==> config.mk <==
export PLATFORM = sky130hd
export DESIGN_NAME = axi_nport_arbiter
export DESIGN_NICKNAME = d
export VERILOG_FILES = /design/src/rtl/axi_nport_arbiter.sv
export SDC_FILE = /design/constraint.sdc
export NUM_CORES = 1
export LEC_CHECK = 0
export ABC_AREA = 1
export BUFFER_PORTS_ARGS = -buffer_cell sky130_fd_sc_hd__buf_2
export CORE_AREA = 4 4 235 237
export CTS_CLUSTER_DIAMETER = 50
export DETAILED_ROUTE_END_ITERATION = 8
export DIE_AREA = 0 0 239 241
export GPL_TIMING_DRIVEN = 0
export PLACE_DENSITY = 0.42
export SYNTH_ARGS = -nofsm -noshare
export SYNTH_HDL_FRONTEND = slang
export SYNTH_SLANG_ARGS = --single-unit
==> constraint.sdc <==
create_clock -name clk -period 1.8 [get_ports clk]
set_clock_uncertainty 0.15 [all_clocks]
set_input_delay 0.09 -clock clk [delete_from_list [all_inputs] [get_ports clk]]
set_output_delay 0.09 -clock clk [all_outputs]
set_load 0.1 [all_outputs]
==> src/rtl/axi_nport_arbiter.sv <==
// N-master AXI3 arbiter: independent read/write FSMs share one external master port.
// Define AXI_ARB_RR_EN for round-robin arbitration; otherwise the lowest index wins.
module axi_nport_arbiter #(
  parameter int NUM_MASTERS = 3,
  parameter int ADDR_W      = 32,
  parameter int DATA_W      = 32,
  parameter int ID_W        = 4
) (
  input  logic                            clk,
  input  logic                            rst,
  input  logic [NUM_MASTERS-1:0]          s_arvalid,
  input  logic [NUM_MASTERS*ADDR_W-1:0]   s_araddr,
  input  logic [NUM_MASTERS*4-1:0]        s_arlen,
  input  logic [NUM_MASTERS*3-1:0]        s_arsize,
  output logic [NUM_MASTERS-1:0]          s_arready,
  output logic [NUM_MASTERS-1:0]          s_rvalid,
  input  logic [NUM_MASTERS-1:0]          s_rready,
  output logic [DATA_W-1:0]               s_rdata,
  output logic [1:0]                      s_rresp,
  output logic                            s_rlast,
  input  logic [NUM_MASTERS-1:0]          s_awvalid,
  input  logic [NUM_MASTERS*ADDR_W-1:0]   s_awaddr,
  input  logic [NUM_MASTERS*4-1:0]        s_awlen,
  input  logic [NUM_MASTERS*3-1:0]        s_awsize,
  output logic [NUM_MASTERS-1:0]          s_awready,
  input  logic [NUM_MASTERS-1:0]          s_wvalid,
  input  logic [NUM_MASTERS*DATA_W-1:0]   s_wdata,
  input  logic [NUM_MASTERS*DATA_W/8-1:0] s_wstrb,
  input  logic [NUM_MASTERS-1:0]          s_wlast,
  output logic [NUM_MASTERS-1:0]          s_wready,
  output logic [NUM_MASTERS-1:0]          s_bvalid,
  input  logic [NUM_MASTERS-1:0]          s_bready,
  output logic [1:0]                      s_bresp,
  output logic [ID_W-1:0]                 m_arid,
  output logic [ADDR_W-1:0]               m_araddr,
  output logic [3:0]                      m_arlen,
  output logic [2:0]                      m_arsize,
  output logic [1:0]                      m_arburst,
  output logic [1:0]                      m_arlock,
  output logic [3:0]                      m_arcache,
  output logic [2:0]                      m_arprot,
  output logic                            m_arvalid,
  input  logic                            m_arready,
  input  logic [ID_W-1:0]                 m_rid,
  input  logic [DATA_W-1:0]               m_rdata,
  input  logic [1:0]                      m_rresp,
  input  logic                            m_rlast,
  input  logic                            m_rvalid,
  output logic                            m_rready,
  output logic [ID_W-1:0]                 m_awid,
  output logic [ADDR_W-1:0]               m_awaddr,
  output logic [3:0]                      m_awlen,
  output logic [2:0]                      m_awsize,
  output logic [1:0]                      m_awburst,
  output logic [1:0]                      m_awlock,
  output logic [3:0]                      m_awcache,
  output logic [2:0]                      m_awprot,
  output logic                            m_awvalid,
  input  logic                            m_awready,
  output logic [ID_W-1:0]                 m_wid,
  output logic [DATA_W-1:0]               m_wdata,
  output logic [DATA_W/8-1:0]             m_wstrb,
  output logic                            m_wlast,
  output logic                            m_wvalid,
  input  logic                            m_wready,
  input  logic [ID_W-1:0]                 m_bid,
  input  logic [1:0]                      m_bresp,
  input  logic                            m_bvalid,
  output logic                            m_bready
);
  localparam int GW = $clog2(NUM_MASTERS);
  localparam int SW = DATA_W / 8;

  typedef enum logic [1:0] {R_IDLE, R_ADDR, R_DATA} rd_state_t;
  typedef enum logic [1:0] {W_IDLE, W_ADDR, W_DATA, W_RESP} wr_state_t;

  rd_state_t         rd_state_reg, rd_state_next;
  wr_state_t         wr_state_reg, wr_state_next;
  logic [GW-1:0]     ar_grant_reg, ar_grant_next, aw_grant_reg, aw_grant_next;
  logic [ADDR_W-1:0] ar_addr_reg, ar_addr_next, aw_addr_reg, aw_addr_next;
  logic [3:0]        ar_len_reg, ar_len_next, aw_len_reg, aw_len_next;
  logic [2:0]        ar_size_reg, ar_size_next, aw_size_reg, aw_size_next;
  logic [GW-1:0]     ar_win, aw_win, rd_ptr, wr_ptr;
  int                ar_win_i, aw_win_i, ar_g_i, aw_g_i;
  logic              rd_addr_ph, rd_data_ph, wr_addr_ph, wr_data_ph, wr_resp_ph;
  logic              unused_ids;

  // Ordered search from 'start', wrapping; fixed priority simply starts at 0.
  function automatic logic [GW-1:0] pick(input logic [NUM_MASTERS-1:0] req,
                                         input logic [GW-1:0] start);
    logic [GW-1:0] win;
    logic          found;
    int            idx;
    win   = '0;
    found = 1'b0;
    for (int k = 0; k < NUM_MASTERS; k++) begin
      idx = (int'(start) + k) % NUM_MASTERS;
      if (!found && req[idx]) begin
        win   = GW'(idx);
        found = 1'b1;
      end
    end
    return win;
  endfunction

`ifdef AXI_ARB_RR_EN
  logic [GW-1:0] rd_ptr_reg, wr_ptr_reg;

  function automatic logic [GW-1:0] next_ptr(input logic [GW-1:0] g);
    return (int'(g) == NUM_MASTERS - 1) ? '0 : g + GW'(1);
  endfunction

  always_ff @(posedge clk) begin
    if (rst) begin
      rd_ptr_reg <= '0;
      wr_ptr_reg <= '0;
    end else begin
      if (rd_state_reg == R_IDLE && |s_arvalid) rd_ptr_reg <= next_ptr(ar_win);
      if (wr_state_reg == W_IDLE && |s_awvalid) wr_ptr_reg <= next_ptr(aw_win);
    end
  end
  assign rd_ptr = rd_ptr_reg;
  assign wr_ptr = wr_ptr_reg;
`else
  assign rd_ptr = '0;
  assign wr_ptr = '0;
`endif

  assign ar_win   = pick(s_arvalid, rd_ptr);
  assign aw_win   = pick(s_awvalid, wr_ptr);
  assign ar_win_i = int'(ar_win);
  assign aw_win_i = int'(aw_win);
  assign ar_g_i   = int'(ar_grant_reg);
  assign aw_g_i   = int'(aw_grant_reg);

  always_ff @(posedge clk) begin
    if (rst) begin
      rd_state_reg <= R_IDLE;
      wr_state_reg <= W_IDLE;
      ar_grant_reg <= '0;
      aw_grant_reg <= '0;
      ar_addr_reg  <= '0;
      aw_addr_reg  <= '0;
      ar_len_reg   <= '0;
      aw_len_reg   <= '0;
      ar_size_reg  <= '0;
      aw_size_reg  <= '0;
    end else begin
      rd_state_reg <= rd_state_next;
      wr_state_reg <= wr_state_next;
      ar_grant_reg <= ar_grant_next;
      aw_grant_reg <= aw_grant_next;
      ar_addr_reg  <= ar_addr_next;
      aw_addr_reg  <= aw_addr_next;
      ar_len_reg   <= ar_len_next;
      aw_len_reg   <= aw_len_next;
      ar_size_reg  <= ar_size_next;
      aw_size_reg  <= aw_size_next;
    end
  end

  always_comb begin
    rd_state_next = rd_state_reg;
    ar_grant_next = ar_grant_reg;
    ar_addr_next  = ar_addr_reg;
    ar_len_next   = ar_len_reg;
    ar_size_next  = ar_size_reg;
    case (rd_state_reg)
      R_IDLE: if (|s_arvalid) begin
        rd_state_next = R_ADDR;
        ar_grant_next = ar_win;
        ar_addr_next  = s_araddr[ar_win_i*ADDR_W +: ADDR_W];
        ar_len_next   = s_arlen[ar_win_i*4 +: 4];
        ar_size_next  = s_arsize[ar_win_i*3 +: 3];
      end
      R_ADDR: if (m_arready) rd_state_next = R_DATA;
      R_DATA: if (m_rvalid && m_rready && m_rlast) rd_state_next = R_IDLE;
      default: rd_state_next = R_IDLE;
    endcase
  end

  always_comb begin
    wr_state_next = wr_state_reg;
    aw_grant_next = aw_grant_reg;
    aw_addr_next  = aw_addr_reg;
    aw_len_next   = aw_len_reg;
    aw_size_next  = aw_size_reg;
    case (wr_state_reg)
      W_IDLE: if (|s_awvalid) begin
        wr_state_next = W_ADDR;
        aw_grant_next = aw_win;
        aw_addr_next  = s_awaddr[aw_win_i*ADDR_W +: ADDR_W];
        aw_len_next   = s_awlen[aw_win_i*4 +: 4];
        aw_size_next  = s_awsize[aw_win_i*3 +: 3];
      end
      W_ADDR: if (m_awready) wr_state_next = W_DATA;
      W_DATA: if (m_wvalid && m_wready && m_wlast) wr_state_next = W_RESP;
      W_RESP: if (m_bvalid && m_bready) wr_state_next = W_IDLE;
      default: wr_state_next = W_IDLE;
    endcase
  end

  assign rd_addr_ph = (rd_state_reg == R_ADDR);
  assign rd_data_ph = (rd_state_reg == R_DATA);
  assign wr_addr_ph = (wr_state_reg == W_ADDR);
  assign wr_data_ph = (wr_state_reg == W_DATA);
  assign wr_resp_ph = (wr_state_reg == W_RESP);

  // Address channels come straight from the captured request, so they stay stable.
  assign m_arvalid = rd_addr_ph;
  assign m_arid    = ID_W'(ar_grant_reg);
  assign m_araddr  = ar_addr_reg;
  assign m_arlen   = ar_len_reg;
  assign m_arsize  = ar_size_reg;
  assign m_arburst = 2'b01;
  assign m_arlock  = '0;
  assign m_arcache = '0;
  assign m_arprot  = '0;
  assign m_awvalid = wr_addr_ph;
  assign m_awid    = ID_W'(aw_grant_reg);
  assign m_awaddr  = aw_addr_reg;
  assign m_awlen   = aw_len_reg;
  assign m_awsize  = aw_size_reg;
  assign m_awburst = 2'b01;
  assign m_awlock  = '0;
  assign m_awcache = '0;
  assign m_awprot  = '0;

  assign m_rready = rd_data_ph & s_rready[ar_grant_reg];
  assign s_rdata  = rd_data_ph ? m_rdata : '0;
  assign s_rresp  = rd_data_ph ? m_rresp : '0;
  assign s_rlast  = rd_data_ph & m_rlast;

  assign m_wvalid = wr_data_ph & s_wvalid[aw_grant_reg];
  assign m_wlast  = wr_data_ph & s_wlast[aw_grant_reg];
  assign m_wdata  = wr_data_ph ? s_wdata[aw_g_i*DATA_W +: DATA_W] : '0;
  assign m_wstrb  = wr_data_ph ? s_wstrb[aw_g_i*SW +: SW] : '0;
  assign m_wid    = wr_data_ph ? ID_W'(aw_grant_reg) : '0;
  assign m_bready = wr_resp_ph & s_bready[aw_grant_reg];
  assign s_bresp  = wr_resp_ph ? m_bresp : '0;

  genvar gi;
  generate
    for (gi = 0; gi < NUM_MASTERS; gi++) begin : g_port
      assign s_arready[gi] = rd_addr_ph & m_arready & (ar_g_i == gi);
      assign s_rvalid[gi]  = rd_data_ph & m_rvalid  & (ar_g_i == gi);
      assign s_awready[gi] = wr_addr_ph & m_awready & (aw_g_i == gi);
      assign s_wready[gi]  = wr_data_ph & m_wready  & (aw_g_i == gi);
      assign s_bvalid[gi]  = wr_resp_ph & m_bvalid  & (aw_g_i == gi);
    end
  endgenerate

  // Response IDs are redundant: only one transaction per direction is ever in flight.
  assign unused_ids = ^{m_rid, m_bid};
endmodule

# After elaboration in Yosys (flattened, before gate mapping)
# Cells that the tools add are included.
totals:
  reg_bits: 86
  in_bits: 412
  out_inout_bits: 206
  elab_cells: 117
classes:
  mul: 2
  n_lt_le_gt_ge: 2
  n_eq_ne: 16
  n_shift: 8
  muxes: 31
  bitwise_logic: 25
  reduce_logical: 23
op_table:
  columns: ["cell", "n"]
  rows:
  - ["96-bit by 8-bit indexed part select with 32-bit output", 3]
  - ["32-bit zero test", 2]
  - ["32-bit 2-to-1 mux", 2]
  - ["12-bit by 5-bit indexed part select with 4-bit output", 3]
  - ["1-bit AND", 25]
  - ["2-bit 2-to-1 mux", 12]
  - ["9-bit by 5-bit indexed part select with 3-bit output", 2]
  - ["2-bit equality test, second input constant", 7]
  - ["1-bit 2-to-1 mux", 10]
  - ["1-bit logical AND", 9]
  - ["1-bit binary-select mux with 2-bit select", 4]
  - ["2-bit by 2-bit multiplier with 4-bit output, second input constant", 2]
  - ["2-bit != test, second input constant", 4]
  - ["2-bit one-hot mux with 4 select lines", 1]
  - ["2-bit by 3-bit less-than comparator with 1-bit output, second input constant", 2]
  - ["2-bit by 1-bit != test with 1-bit output, second input constant", 3]
  - ["2-bit one-hot mux with 3 select lines", 1]
  - ["3-bit OR reduction", 2]
  - ["2-bit by 1-bit equality test with 1-bit output, second input constant", 2]
  - ["1-bit zero test", 4]
  - ["2-bit zero test", 2]
  - ["4-bit 2-to-1 mux", 1]
  - ["2-bit AND reduction", 2]
  - ["4-bit AND reduction", 1]
  - ["3-bit AND reduction", 1]

# Logic depth before layout (Yosys ltp)
depth:
  ltp_word: 9
  depth_mapped: 9
  ltp_nobuf: 8

# Least setup slack after synthesis
# No wires, ideal clock.
synth_timing:
  kind: "reg2out"
  startpoint: "register rd_state_reg[0]"
  endpoint: "output port s_arready[0]"
  t_arrival_ps: 4111
  t_required_ps: 1560
  slack_ps: -2551
  stages_incl_launch_ff: 5
  path_buffers: 0
  path_cell_list: "dfxtp_1 > inv_1 > nor2_1 > nand2_1 > nor3_1"
synth_via:
  elab_chain_len: 3
synth_lines:
  columns: ["item", "line_no", "text"]
  rows:
  - ["start, declared", "77", "rd_state_t rd_state_reg, rd_state_next;"]
  - ["start signal, assigned", "149", "rd_state_reg <= rd_state_next;"]
  - ["2-bit by 1-bit equality test with 1-bit output", "203", "assign rd_addr_ph = (rd_state_reg == R_ADDR);"]
  - ["net m_arvalid", "42", "output logic m_arvalid,"]
  - ["1-bit AND (2 in series)", "245", "assign s_arready[gi] = rd_addr_ph & m_arready & (ar_g_i == gi);"]
  - ["end, declared", "15", "output logic [NUM_MASTERS-1:0] s_arready,"]
# The timed path passes the listed nets, and every way through them passes these cells.

# Worst setup path after layout
layout_timing:
  startpoint: "register aw_grant_reg[1]"
  endpoint: "output port m_wdata[23]"
layout_via:
  elab_chain_len: 2
layout_lines:
  columns: ["item", "line_no", "text"]
  rows:
  - ["start, declared", "79", "logic [GW-1:0] ar_grant_reg, ar_grant_next, aw_grant_reg, aw_grant_next;"]
  - ["start signal, assigned", "152", "aw_grant_reg <= aw_grant_next;"]
  - ["96-bit by 8-bit indexed part select with 32-bit output", "236", "assign m_wdata = wr_data_ph ? s_wdata[aw_g_i*DATA_W +: DATA_W] : '0;"]
  - ["32-bit 2-to-1 mux", "236", null]
  - ["end, declared", "61", "output logic [DATA_W-1:0] m_wdata,"]
# Every way passes these cells.

==> results.py <==
metrics = {
    "grt": {
        "grt_pass1_vias": 11164,
        "grt_antenna_before_repair": 9,
        "grt_usage": 0.146,
        "grt_max_degree": 20,
        "grt.overflow.total": 0,
        "grt_pass1_wl_um": 64600,
    },
    "critical_path": {
        "crit_buf_inv": 5,
        "crit_path_start_kind": "flop",
        "crit_arrival_ps": 1720,
        "cp_slowest_cell": "dfxtp_4",
        "cp_data_required_time_ps": 1560,
        "cp-startpoint": "aw_grant_reg[1]",
        "crit_family": "buffers and inverters",
        "path_cells": "inv_6 > nor2_4 > buf_12 > clkbuf_16 > nand2_2 > nand3_2 > nand2_2 > clkinvlp_4 > buf_12",
        "max_stage_delay_ps": 400,
        "end_kind": "output port",
        "r2r_start": "aw_grant_reg[1]",
        "critical_path_class": "reg2out",
        "reg2reg_slack_ps": 50,
        "critPathMaxFanout": 5,
    },
    "synthesis": {
        "synth_top_cell_area_share": 0.271,
        "avgSynthCellArea_um2": 6.35,
        "synth-main-ff-cell": "dfxtp_1",
        "yosysUniqueCellTypes": 27,
        "yosys.area.top_type": "dfxtp_1",
        "synth_seq_cells": 86,
        "synth-seq-area-share": 0.271,
        "synth_edf_count": 0,
        "async_flop_share": 0,
        "netlist_area_um2": 6350,
        "synthTopCellsByArea": "dfxtp_1 (27%), a21oi_1 (13%), o211ai_1 (9.2%)",
        "synth_warnings": 0,
        "synth_cells": 1000,
    },
    "timing": {
        "finalSetupTns_ps": -5540,
        "rsz0062_at_grt": "true",
        "hold_viol": 0,
        "clock.fmax_mhz": 511,
        "min_period_ps": 1960,
        "drv_slew": 0,
        "setup_violations": 72,
        "period_share": 1.09,
        "relSlewSlack": 0.475,
        "holdWs_ps": 51.8,
        "finalWorstSetupSlack_ps": -158,
        "worst_slew_pin_slew_ps": 787,
    },
    "outcome": {
        "violations": "negative setup slack",
        "status": "finished, violations left",
    },
    "drt": {
        "drt_iter0_drc": 289,
        "drc": 0,
        "antenna_left": 0,
        "vias": 10655,
        "totalWireLength_um": 45500,
        "dr.pass1.iters": 5,
        "via_per_inst": 4.10,
        "wl_per_cell_um": 17.5,
    },
    "clock_network": {
        "cts.sinks": 86,
        "cts.clk_slew.worst_paths_ps": 70,
        "cts_made_buffers": 9,
        "cts_tree": "built",
        "h-tree-depth": 3,
        "clk_path_buf_depth": 2,
        "cts_root_buf": "clkbuf_16",
        "insertion_delay_ps": 380,
    },
    "min_path": {
        "min-delay-start": "s_araddr[45]",
        "hold_class": "in2reg",
    },
    "finish": {
        "drive_above_1_share": 0.567,
        "fin_cells": 2600,
        "fin_nets": 2311,
        "utilization": 0.307,
        "fillers": 5580,
        "area_growth_syn_to_layout_pct": 158,
    },
    "placement": {
        "io_buffer_count": 581,
        "place.gp.congestion": 0.862,
        "dpl.cell_count": 2303,
        "dp_hpwl_um": 35200,
    },
    "floorplanning": {
        "die_w_um": 239,
        "initial_utilization": 0.119,
        "die_h_um": 241,
        "core-area_um2": 53300,
        "pin_count": 618,
        "die_area_um2": 57600,
        "row_count": 85,
    },
    "pwr": {
        "power.leakage_nw": 7.39,
        "ir_drop_mv": 0.926,
        "power.density_nw_per_um2": 1030,
    },
    "job": {
        "maxCapViolations": 0,
    },
}
-- placed cells by master, fill, tap and decap left out, types with 3 or more instances in the layout --
cell / n
a21oi_1: 153
dlygate4sd3_1: 237
or2_2: 78
diode_2: 4
buf_6: 17
buf_4: 67
clkbuf_2: 7
nor2_4: 48
nand3_2: 37
inv_4: 3
clkbuf_8: 3
nor2_1: 4
clkbuf_16: 21
conb_1: 28
inv_1: 45
dfxtp_1: 78
clkbuf_4: 3
nor3_4: 9
inv_6: 3
buf_8: 8
buf_12: 89
nand3_1: 47
ha_4: 4
clkinvlp_4: 43
o21ai_0: 78
nand3_4: 3
a21oi_2: 10
buf_2: 508
clkbuf_1: 15
dfxtp_4: 7
inv_2: 11
nand2_4: 23
nand2_2: 65
o211ai_1: 78
nand2_1: 54
-- path summary, 6_finish.rpt --
check / cells after the start / to
worst max-delay path: 9 / m_wdata[23]
worst min-delay path: 4 / m_araddr[13]
worst max register to register: 12 / wr_state_reg[1]
worst min register to register: 2 / wr_state_reg[0]
-- synth_stat cells (10+ instances only) --
| master | instances |
|---|---|
| a21oi_1 | 163 |
| nand2_1 | 142 |
| inv_1 | 95 |
| nand3_1 | 87 |
| dfxtp_1 | 86 |
| o21ai_0 | 79 |
| o211ai_1 | 78 |
| or2_2 | 78 |
| nor2_1 | 50 |
| buf_2 | 38 |
| buf_4 | 31 |
| clkbuf_1 | 31 |
| inv_2 | 10 |
-- final cells by class --
type / instances / area [µm²] / area share
Timing Repair Buffer: 860 / 7120 / 0.435
Multi-Input combinational cell: 727 / 4830 / 0.295
Sequential cell: 86 / 1750 / 0.107
Tap cell: 696 / 871 / 0.0532
Buffer: 105 / 848 / 0.0519
Inverter: 105 / 587 / 0.0359
Clock buffer: 11 / 253 / 0.0155
Clock inverter: 5 / 81.3 / 0.00497
Timing Repair inverter: 1 / 11.3 / 0.000688
Antenna cell: 4 / 10.0 / 0.000612
-- worst min-delay path, delay by kind of cell --
family	cells	cell delay (ps)
buffers and inverters	1	70
and+or+nand+nor	1	90
AOI/OAI and AO/OA	2	290
-- metrics by stage --
step / instance area, µm² / setup slack, ps / power (mW)
after floorplan: 7130 / -344 / 10.2
after global routing: 16300 / -229 / 17.7
final: 16400 / -158 / 16.9
after global placement: 10900 / -591 / 12.2
after CTS: 15800 / -220 / 16.6
after detailed placement: 10900 / -568 / 12.2
-- power breakdown --
group / switching [mW] / total [mW] / leakage, nW / internal (mW)
registers: 0.278 / 2.66 / 0.720 / 2.38
logic: 8.42 / 12.1 / 6.51 / 3.64
clock network: 0.898 / 2.19 / 0.162 / 1.29
-- cells by family after synthesis --
logic type	share of synthesized area
simple gates	0.278
compound gates	0.288
buf+inv	0.155
flops	0.271
fa+ha+maj	0.00788
other cells	0.00118
-- metal layers --
metal  part of all wire  vias up  GRT usage
met5                  0        -          0
met4              0.031        0     0.0514
met3              0.065       78     0.0347
met2               0.53      454      0.280
met1               0.38     5013      0.157
li1                   -     5110          -
-- what timing repair did --
action | CTS | global route
cloned | 7 | 4
gates resized for setup | 507 | 129
endpoints found under the setup margin | 136 | 163
pin swaps | 17 | 39
buffers inserted | 27 | 6
endpoints found under the hold margin | 84 | 0
hold buffers | 237 | 0
Power figures use the tool's default switching activity.
